<file path="config.mk">
export PLATFORM = sky130hd
export DESIGN_NAME = keypad_encoder
export DESIGN_NICKNAME = d
export VERILOG_FILES = /design/src/rtl/keypad_encoder.sv
export SDC_FILE = /design/constraint.sdc
export NUM_CORES = 1
export LEC_CHECK = 0
export BUFFER_PORTS_ARGS = -buffer_cell sky130_fd_sc_hd__buf_2
export CAP_MARGIN = 20
export CORE_UTILIZATION = 48
export CTS_CLUSTER_SIZE = 24
export DETAILED_ROUTE_END_ITERATION = 10
export PLACE_DENSITY = 0.8
export SYNTH_ARGS = -nofsm -noshare
export SYNTH_HDL_FRONTEND = slang
export SYNTH_SLANG_ARGS = --single-unit
</file>
<file path="constraint.sdc">
create_clock -name clk -period 1.25 [get_ports clk]
set_input_delay 0.3125 -clock clk [delete_from_list [all_inputs] [get_ports clk]]
set_output_delay 0.3125 -clock clk [all_outputs]
set_load 0.02 [all_outputs]
</file>
<file path="src/rtl/keypad_encoder.sv">
// Keypad front end: synchronizer, whole-vector debouncer, note priority encoder
// and rising-edge pulses for the mode and sound-series keys. Debouncer is built only when KEYPAD_DEBOUNCE_EN is defined.
module keypad_encoder #(
  parameter int DEBOUNCE_CYCLES = 120000
) (
  input  logic        clk,
  input  logic        n_rst,
  input  logic [14:0] keypad_i,
  output logic [3:0]  keycode,
  output logic        mode_key,
  output logic        sound_edge
);

  if (DEBOUNCE_CYCLES < 2) begin : g_bad_param
    $error("keypad_encoder: DEBOUNCE_CYCLES must be at least 2");
  end

  logic [14:0] sync1;
  logic [14:0] sync2;
  logic [14:0] stable;
  logic        prev13;
  logic        prev14;
  logic [3:0]  code_next;

  always_ff @(posedge clk or negedge n_rst) begin
    if (!n_rst) begin
      sync1 <= '0;
      sync2 <= '0;
    end else begin
      sync1 <= keypad_i;
      sync2 <= sync1;
    end
  end

`ifdef KEYPAD_DEBOUNCE_EN
  localparam int CNT_W = $clog2(DEBOUNCE_CYCLES);
  localparam logic [CNT_W-1:0] CNT_MAX = CNT_W'(DEBOUNCE_CYCLES - 1);

  logic [14:0]      cand;
  logic [CNT_W-1:0] cnt;

  // Any bit change restarts the window; the counter saturates while the input is steady.
  always_ff @(posedge clk or negedge n_rst) begin
    if (!n_rst) begin
      cand   <= '0;
      cnt    <= '0;
      stable <= '0;
    end else if (sync2 != cand) begin
      cand <= sync2;
      cnt  <= '0;
    end else if (cnt == CNT_MAX) begin
      stable <= cand;
    end else begin
      cnt <= cnt + 1'b1;
    end
  end
`else
  always_ff @(posedge clk or negedge n_rst) begin
    if (!n_rst) begin
      stable <= '0;
    end else begin
      stable <= sync2;
    end
  end
`endif

  // Lowest-numbered held note wins; the loop runs downward so the lowest index assigns last.
  always_comb begin
    code_next = 4'd0;
    for (int i = 12; i >= 0; i--) begin
      if (stable[i]) begin
        code_next = 4'(i + 1);
      end
    end
  end

  always_ff @(posedge clk or negedge n_rst) begin
    if (!n_rst) begin
      keycode    <= 4'd0;
      prev13     <= 1'b0;
      prev14     <= 1'b0;
      mode_key   <= 1'b0;
      sound_edge <= 1'b0;
    end else begin
      keycode    <= code_next;
      prev13     <= stable[13];
      prev14     <= stable[14];
      mode_key   <= stable[13] & ~prev13;
      sound_edge <= stable[14] & ~prev14;
    end
  end

endmodule

</file>
# ---- After elaboration in Yosys (flattened, before gate mapping)
# Index checks and enable logic that the tools add are counted.
dict set report word_totals {
  regBits 53
  wordCells 25
}
dict set report op_classes {
  muxes 13
  bitwise 4
}
# cell n
set ops {}
lappend ops {{2-to-1 mux 4 bit} 13}
lappend ops {{bitwise AND 1 bit} 2}
lappend ops {{NOT 1 bit} 2}

# ---- Depth between registers and ports, before layout
# Gate-level depths: netlist of run 1.
dict set report depth {
  depth_word 13
  depth_mapped 4
}

# ---- Worst setup path after synthesis of run 1
# OpenSTA, ideal clock, no wires.
dict set report synth_timing {
  path_type {reg2reg}
  startpoint {reg stable[7]}
  endpoint {reg keycode[2]}
  t_arrival_ns 1.116
  required_time_ns 1.139
  path_slack_ns 0.023
  path_stages_with_launch 4
  period_less_slack_ns 1.227
  path_cell_list {dfrtp_1 nor4_4 o21ai_2 a2111oi_2}
}
dict set report synth_via {
  elab_chain_cells 8
}
# element line
set synth_rtl {}
lappend synth_rtl {{start: declaration} 20} ;# logic [14:0] stable;
lappend synth_rtl {{start signal: assignment} 62} ;# stable <= sync2;
lappend synth_rtl {{2-to-1 mux 4 bit (8 in series)} 71} ;# if (stable[i]) begin
lappend synth_rtl {{via code_next[2]} 23} ;# logic [3:0] code_next;
lappend synth_rtl {{end signal: assignment} 85} ;# keycode <= code_next;
lappend synth_rtl {{end: declaration} 9} ;# output logic [3:0] keycode,
# The timed path passes the listed nets, and every way through them passes these cells.

# ---- Worst setup path after layout of run 1
dict set report layout_timing {
  startpoint {reg stable[8]}
  endpoint {reg keycode[2]}
}
dict set report layout_via {
  elab_chain_cells 9
}
# element line
set layout_rtl {}
lappend layout_rtl {{2-to-1 mux 4 bit (9 in series)} 71}
lappend layout_rtl {{via code_next[2]} 23}
# The timed path passes the listed nets, and every way through them passes these cells.

==> results of run 1 <==
[per-layer routing]
layer | share of wire, % | track usage (%)
met4 | 2.9 | 10.2
met5 | 0 | 0
met2 | 52 | 21.6
met3 | 3.8 | 3.35
met1 | 41 | 16.6
[final timing paths]
path                                   from         end  slack [ns]  cells after the start
min in group asynchronous             n_rst   stable[7]        0.36                      2
worst min-delay path            keypad_i[8]    sync1[8]        0.05                      1
max in group asynchronous             n_rst    sync2[7]        0.46                      3
worst max register to register    stable[8]  keycode[2]       -0.04                      3
worst min register to register    sync2[11]  stable[11]        0.36                      0
worst max-delay path              stable[8]  keycode[2]       -0.04                      3
[repair_timing]
action | CTS | global route
pin swaps | 2 | 0
hold buffers | 1 | 0
gates cloned | 0 | 0
endpoints found under the setup margin | 1 | 3
setup buffers | 1 | 0
endpoints found under the hold margin | 8 | 0
resized for setup | 0 | 1
[cells in the mapped netlist]
library cell,n
a2111oi_2,1
a21o_1,1
a21oi_1,4
dfrtp_1,53
inv_1,2
nand3b_1,1
nor2_1,5
nor2b_1,3
nor3_1,2
nor4_1,1
nor4_4,1
o211ai_1,1
o21ai_0,1
o21ai_2,1
o31ai_1,1
[area by class of cell]
cell class	count	area (sq um)	share of cell area (%)
Timing Repair Buffer	28	183	10.2
Inverter	2	7.51	0.419
Tap cell	31	38.8	2.16
Multi-Input combinational cell	23	154	8.58
Clock inverter	3	46.3	2.58
Clock buffer	5	37.5	2.09
Sequential cell	53	1330	74.0
[logic make-up after synthesis]
family                 synth area share (%)
flip-flops                             89.2
AO/OA/AOI/OAI                          4.79
AND/OR/NAND/NOR                        5.55
buffers and inverters                 0.505
[flip-flops by register name (all words and copies together) (netlist names)]
register and cells:
keycode 4, mode_key 1, prev13 1, prev14 1, sound_edge 1, stable 15, sync1 15, sync2 15
[power by group through the flow]
| stage | clock (mW) | sequential [mW] | combinational (mW) |
|---|---|---|---|
| floorplan | 0 | 1.88 | 0.0219 |
| global placement | 0 | 1.87 | 0.117 |
| detailed placement | 0 | 1.87 | 0.124 |
| CTS | 0.940 | 1.84 | 0.129 |
| global route | 1.00 | 1.85 | 0.143 |
| finish | 0.912 | 1.84 | 0.127 |
==> results.md, run 1 <==
- Crit path max fanout: 2
- Via-to-Cell Ratio: 4.81
- Type of the worst setup path: flip-flop to flip-flop
- Seq pwr share: 63.9%
- Die Footprint: 3330 sq um
- Slew Limit Fails: 0
- Layout area overhead: 20.5%
- Pint: 2.28 mW
- Detail Route Antenna Nets: 0
- Leak: 0.845 nW
- Top cell type's share of synthesized area: 89.2%
- FILL cells: 200
- Final period utilization: 103%
- Switching Power: 597 uW
- Fin area: 1790 sq um
- Post-Synthesis Cell Area: 1490 sq um
- Post-layout util: 62.9%
- Gr usage total: 13.7%
- Initial DRC count: 16
- Pre-antenna DRT Iters: 7
- Row cnt: 19
- Critical Path Source Type: flip-flop
- Critical path's slowest cell: dfrtp_1
- Clock skew: 0.0145 ns
- Delay-heaviest family, CP: flip-flops
- Most frequent cells in the layout: 53 x dfrtp_1, 22 x buf_2, 5 x nor2_1, 5 x clkbuf_4, 4 x a21oi_1
- Largest net degree at the start of global routing: 19
- N_diodes: 0
- Slew margin rel.: 71.8%
- Die width: 57.7 um
- Setup tns final: -0.0373 ns
- Mapped Nets: 95
- Initial antenna violation count: 0
- Status: finished with violations
- Syn Inst Count: 78
- TritonCTS buffer count: 5
- Routed WL: 1880 um
- CTS Sinks: 53
- Root Buffer: clkbuf_4
- Worst path buffer plus inverter count: 0
- Top post-synthesis cells by area: dfrtp_1 89%, nor4_4 1.4%, a21oi_1 1.3%, nor2_1 1.3%, nor2b_1 1.3%
- Nets: 130
- Power Dens Cells: 1610 nW/um^2
- Post-layout minimum cycle time: 1.29 ns
- Setup ws final: -0.0373 ns
- Routed len/inst: 13.0 um
- Pre-CTS setup slack: -0.0638 ns
- Top Ports: 23
- Grt total ovfl: 0
- Post-DP HPWL: 1320 um
- Htree depth: 2
- Hold WS: 0.0505 ns
- Crit end category: flip-flop
- Max-cap violations: 0
- Critical Path, Cell by Cell: nor4_4 > o21ai_2 > a2111oi_2
- Fmax: 777 MHz
- CORE AREA: 2850 sq um
- Sequential cell area fraction in the yosys report: 89.2%
- Critical Path Max Stage Delay: 0.44 ns
- WP data required: 1.50 ns
- Mean post-synth cell area: 19.1 sq um
- Worst VDD drop: 1150 uV
- First-pass GRT wire length: 3170 um
- Violated checks: design-rule violations, negative setup slack
- Clock power share: 31.7%
- Critical Path AT: 1.54 ns
- Final Hold Viols: 0
- # DRC: 1
- Port buffer count: 22
- Leading area contributor after synthesis: dfrtp_1
- DP Area: 1690 sq um
- #FFs+latches synth: 53
- Commonest non-fill, non-tap cell in the layout: dfrtp_1
- GP Congestion: 0.866
- Initial Utilization: 52.1%
- Via count: 698
- Layout cells sized above 1: 33.3%
- CTS clk-pin slew, worst paths: 0.15 ns
- Total power: 2.88 mW
- Placed instance count: 135
- Final setup violation count: 1
- Syn. warnings: 0
- Distinct cell type count after synthesis: 15
- Switching share of power: 20.7%
- RSZ-0062 raised after global routing: yes
- Clk buf depth: 2
- CTS tree: yes
- Vias in the first global route: 743
- Final cell count without fillers: 145
- Chip height: 57.7 um
- Combinational cell fraction of total power: 4.4%
- Hold Crit Class: input port to flip-flop
- Clock insertion delay at the later pin of the skew report: 0.36 ns
- Slew at the pin with the worst max-slew slack: 0.419 ns
Power figures use the tool's default switching activity.
==> run 2, diff against run 1 <==
--- a/config.mk
+++ b/config.mk
@@ -10,7 +10,7 @@
 export CORE_UTILIZATION = 48
 export CTS_CLUSTER_SIZE = 24
 export DETAILED_ROUTE_END_ITERATION = 10
-export PLACE_DENSITY = 0.8
+export PLACE_DENSITY = 0.72
 export SYNTH_ARGS = -nofsm -noshare
 export SYNTH_HDL_FRONTEND = slang
 export SYNTH_SLANG_ARGS = --single-unit
==> run 2 against run 1 <==
The flow finishes with violations (design-rule violations); global-route usage down 0.23 points; register-to-register slack better by 0.06 ns; non-clock buffer count down 1; critical endpoint unchanged; largest cell class unchanged; largest power group unchanged.
==> results.md, run 2 (synthesized netlist as in run 1, its figures left out) <==
- Status: finished with violations
- Violated checks: design-rule violations
- Worst hold path startpoint: keypad_i[6]
- Die Footprint: 3330 sq um
- CTS Sinks: 53
- Commonest non-fill, non-tap cell in the layout: dfrtp_1
- Total power: 2.66 mW
- Top Ports: 23
- Slew at the pin with the worst max-slew slack: 0.294 ns
- Post-layout util: 62.5%
- Crit path max fanout: 2
- Critical path's slowest cell: dfrtp_1
- Hold path cells: 1
- Power Dens Cells: 1490 nW/um^2
- FILL cells: 207
- Worst R2R Start: stable[7]
- Clock skew: 0.00332 ns
- Post-layout minimum cycle time: 1.23 ns
- RSZ-0062 raised after global routing: yes
- Fmax: 813 MHz
- First-pass GRT wire length: 3080 um
- CTS tree: yes
- WP data required: 1.51 ns
- N_diodes: 0
- Via count: 693
- GP Congestion: 0.827
- Row cnt: 19
- Pre-antenna DRT Iters: 7
- Type of the worst setup path: flip-flop to flip-flop
- Vias in the first global route: 684
- Slew margin rel.: 80.2%
- Reg-to-Reg End: keycode[2]
- Die width: 57.7 um
- Via-to-Cell Ratio: 4.81
- Final period utilization: 98.4%
- Layout cells sized above 1: 33.6%
- Nets: 129
- Max-cap violations: 0
- Critical Path, Cell by Cell: nor4_4 > o21ai_2 > a2111oi_4
- Final setup violation count: 0
- Chip height: 57.7 um
- Gr usage total: 13.5%
- Critical Path Max Stage Delay: 0.43 ns
- # DRC: 2
- DP Area: 1660 sq um
- Clk buf depth: 2
- Largest net degree at the start of global routing: 54
- Storage cell area: 1330 sq um
- Worst setup path start: stable[7]
- Reg2reg path depth: 3
- Registers with the most flip-flops: stable: 15 flops, sync1: 15 flops, sync2: 15 flops
- CTS clk-pin slew, worst paths: 0.13 ns
- Detail Route Antenna Nets: 0
- Slew Limit Fails: 0
- Final Hold Viols: 0
- Final cell count without fillers: 144
- Post-DP HPWL: 1200 um
- Initial DRC count: 14
- Htree depth: 2
- WHS Endpoint: sync1[6]
- Crit end category: flip-flop
- Hold Crit Class: input port to flip-flop
- Fin area: 1780 sq um
- TritonCTS buffer count: 5
- Initial antenna violation count: 0
- Port buffer count: 22
- Worst VDD drop: 1180 uV
- Placed instance count: 133
- Initial Utilization: 52.1%
- Routed len/inst: 13.1 um
- Root Buffer: clkbuf_4
- Grt total ovfl: 0
- Most frequent cells in the layout: 53 x dfrtp_1, 20 x buf_2, 5 x clkbuf_4
- Area taken by multi-input logic gates: 184 sq um
- Layout area overhead: 19.8%
- Critical Path AT: 1.49 ns
- R2r setup slk: 0.02 ns
- Clock insertion delay at the later pin of the skew report: 0.35 ns
- Leak: 0.831 nW
- Routed WL: 1890 um
- CORE AREA: 2850 sq um
- Critical Path Source Type: flip-flop
-- run 2: where the power goes --
group          switching [mW]  total [mW]  internal, mW
clock network           0.471       0.686         0.215
logic                  0.0675       0.126        0.0589
registers              0.0471        1.85          1.80
-- run 2: cell type report --
type | count | area share, %
clock buffer | 6 | 2.32
clock inverter | 2 | 0.561
inverter | 2 | 0.421
multi-input combinational | 23 | 10.3
sequential | 53 | 74.4
tap | 31 | 2.18
timing repair buffer | 27 | 9.82
-- run 2: what timing repair did --
item / CTS / global route
endpoints found under the hold margin: 53 / 0
cloned: 0 / 0
buffers inserted: 2 / 0
gates resized for setup: 0 / 8
setup endpoints to repair: 1 / 5
pin swaps: 2 / 3
hold buffers: 1 / 0
-- run 2: worst max-delay path by stage --
stage                       endpoint
after detailed placement  keycode[2]
after global routing      keycode[2]
after CTS                 keycode[2]
after global placement    keycode[2]
after floorplan           keycode[2]
final                     keycode[2]
-- run 2: worst max-delay path: cells and delay by family (launching register included) --
kind | cells | cell delay [ns]
simple gates | 1 | 0.31
flops | 1 | 0.43
compound gates | 2 | 0.40
-- run 2: stage by stage --
step                setup TNS [ns]  setup WS (ns)  hold WS (ns)
floorplan                        0         0.0225        0.0169
CTS                              0       0.000494        0.0342
global placement                 0         0.0237         0.313
global route               -0.0531        -0.0406        0.0211
detailed placement         -0.0131        -0.0131         0.319
finish                           0         0.0195        0.0489
-- run 2: routing by layer --
layer | share of wire [%] | up-vias | track usage (%)
li1 | - | 326 | -
met1 | 43 | 339 | 17.1
met2 | 48 | 23 | 20.3
met3 | 6.9 | 5 | 6.70
met4 | 1.5 | 0 | 5.10
met5 | 0 | - | 0
==> run 3, diff against run 2 <==
--- a/config.mk
+++ b/config.mk
@@ -7,10 +7,12 @@
 export LEC_CHECK = 0
 export BUFFER_PORTS_ARGS = -buffer_cell sky130_fd_sc_hd__buf_2
 export CAP_MARGIN = 20
-export CORE_UTILIZATION = 48
+export CELL_PAD_IN_SITES_DETAIL_PLACEMENT = 1
+export CELL_PAD_IN_SITES_GLOBAL_PLACEMENT = 1
+export CORE_UTILIZATION = 41
 export CTS_CLUSTER_SIZE = 24
 export DETAILED_ROUTE_END_ITERATION = 10
-export PLACE_DENSITY = 0.72
+export PLACE_DENSITY_LB_ADDON = 0.1
 export SYNTH_ARGS = -nofsm -noshare
 export SYNTH_HDL_FRONTEND = slang
 export SYNTH_SLANG_ARGS = --single-unit
==> run 3 against run 2 <==
The run ends with negative setup slack left; sequential share of layout area decreased by 2.4 points; die area grew 16%; via count increased by 4.9%; setup slack worse by 0.021 ns; cell area grew 3.4%; total power increased by 4.7%; critical path type unchanged; critical endpoint is now keycode[0].
==> results.md, run 3 (synthesized netlist as in run 1, its figures left out) <==
- Worst setup path start: stable[7]
- Final Hold Viols: 0
- Final cell count without fillers: 161
- Root Buffer: clkbuf_4
- Port buffer count: 22
- Critical Path Source Type: flip-flop
- Fmax: 799 MHz
- Largest net degree at the start of global routing: 54
- RSZ-0062 raised after global routing: yes
- GP Congestion: 0.760
- Leak: 0.848 nW
- CTS tree: yes
- Vias in the first global route: 801
- Worst hold path startpoint: keypad_i[2]
- Top Ports: 23
- FILL cells: 325
- Worst R2R Start: stable[7]
- Die Footprint: 3870 sq um
- Pre-antenna DRT Iters: 2
- Hold WS: 0.0353 ns
- Slew margin rel.: 81.8%
- Nets: 131
- Post-layout minimum cycle time: 1.25 ns
- Row cnt: 21
- Routed WL: 2090 um
- CORE AREA: 3420 sq um
- Max-cap violations: 0
- Most frequent cells in the layout: 52 x dfrtp_1, 19 x buf_2, 5 x nor2_1, 5 x clkbuf_4
- Chip height: 62.2 um
- Slew at the pin with the worst max-slew slack: 0.271 ns
- Slew Limit Fails: 0
- DP Area: 1680 sq um
- Routed len/inst: 13.0 um
- Post-DP HPWL: 1240 um
- Storage cell area: 1330 sq um
- Grt total ovfl: 0
- Combinational cell fraction of total power: 4.9%
- Type of the worst setup path: flip-flop to flip-flop
- Via count: 727
- Clock skew: 0.0120 ns
- Layout cells sized above 1: 36.5%
- Layout area overhead: 24.0%
- Clock power share: 28.8%
- Registers with the most flip-flops: stable: 15 flops, sync1: 15 flops, sync2: 15 flops
- Critical Path AT: 1.56 ns
- Worst VDD drop: 765 uV
- Setup tns final: -0.00134 ns
- Violated checks: negative setup slack
- Detail Route Antenna Nets: 0
- # DRC: 0
- Crit end category: flip-flop
- Hold Crit Class: input port to flip-flop
- Htree depth: 2
- Die width: 62.2 um
- Commonest non-fill, non-tap cell in the layout: dfrtp_1
- Placed instance count: 148
- Pre-CTS setup slack: -0.0349 ns
- CTS clk-pin slew, worst paths: 0.15 ns
- Setup ws final: -0.00134 ns
- WP data required: 1.56 ns
- Seq pwr share: 66.4%
- Initial Utilization: 43.6%
- Initial DRC count: 17
- Total power: 2.78 mW
- First-pass GRT wire length: 3570 um
- Clock insertion delay at the later pin of the skew report: 0.36 ns
- Final setup violation count: 1
- Fin area: 1840 sq um
- CTS Sinks: 53
- Switching Power: 637 uW
- Switching share of power: 22.9%
- Pint: 2.15 mW
- Via-to-Cell Ratio: 4.52
- Gr usage total: 13.0%
- N_diodes: 0
- Area taken by multi-input logic gates: 185 sq um
- Power Dens Cells: 1510 nW/um^2
- Post-layout util: 54.0%
- Final period utilization: 100%
- Clk buf depth: 2
- Status: finished with violations
- Initial antenna violation count: 0
- TritonCTS buffer count: 5
- Crit path max fanout: 3
-- run 3: cell count changes in the layout (fill, tap and decap cells not counted), sizes merged --
cell	previous run	this run
clkinv	2	0
clkinvlp	0	1
inv	2	3
buf	26	27
dlygate4sd3	1	2
-- run 3: path summary, 6_finish.rpt --
path | cells past startpoint | endpoint | slack (ns)
max in group asynchronous | 3 | stable[8] | 0.56
hold / removal | 1 | sync1[2] | 0.04
min in group asynchronous | 3 | sync2[4] | 0.45
setup reg to reg | 6 | keycode[0] | -0.001
hold reg to reg | 0 | stable[10] | 0.36
setup / recovery | 6 | keycode[0] | -0.001
-- run 3: repair_timing --
action | CTS | global route
setup buffers | 2 | 1
hold buffers | 1 | 1
endpoints found under the hold margin | 53 | 1
endpoints found under the setup margin | 2 | 6
pin swaps | 2 | 2
gates resized for setup | 4 | 9
-- run 3: critical path, cell delays in order, from the launching register on --
cell      delay [ns]
dfrtp_1         0.43
buf_4           0.14
buf_4           0.14
nor3_4          0.16
o21ai_1         0.08
o211ai_1        0.10
a21o_1          0.14
-- run 3: power groups by stage --
stage               clock network [mW]  registers (mW)  logic (mW)
finish                           0.801            1.85       0.135
global route                     0.903            1.86       0.150
CTS                              0.830            1.84       0.126
detailed placement                   0            1.88       0.115
global placement                     0            1.87       0.110
floorplan                            0            1.88      0.0219
-- run 3: cell type report --
class	instances	area share, %
flip-flops and latches	53	72.0
multi-input cells	23	10.0
inverters	2	0.407
well taps	46	3.12
clock inverters	2	0.882
clock buffers	6	2.78
repair buffers	29	10.8
-- run 3: metal layers --
| layer | track usage [%] | vias to the layer above | wire length (um) |
|---|---|---|---|
| met5 | 0 | - | 0 |
| met4 | 11.0 | 0 | 66 |
| met3 | 4.60 | 6 | 97 |
| met2 | 20.3 | 24 | 1040 |
| met1 | 14.0 | 369 | 887 |
| li1 | - | 328 | - |
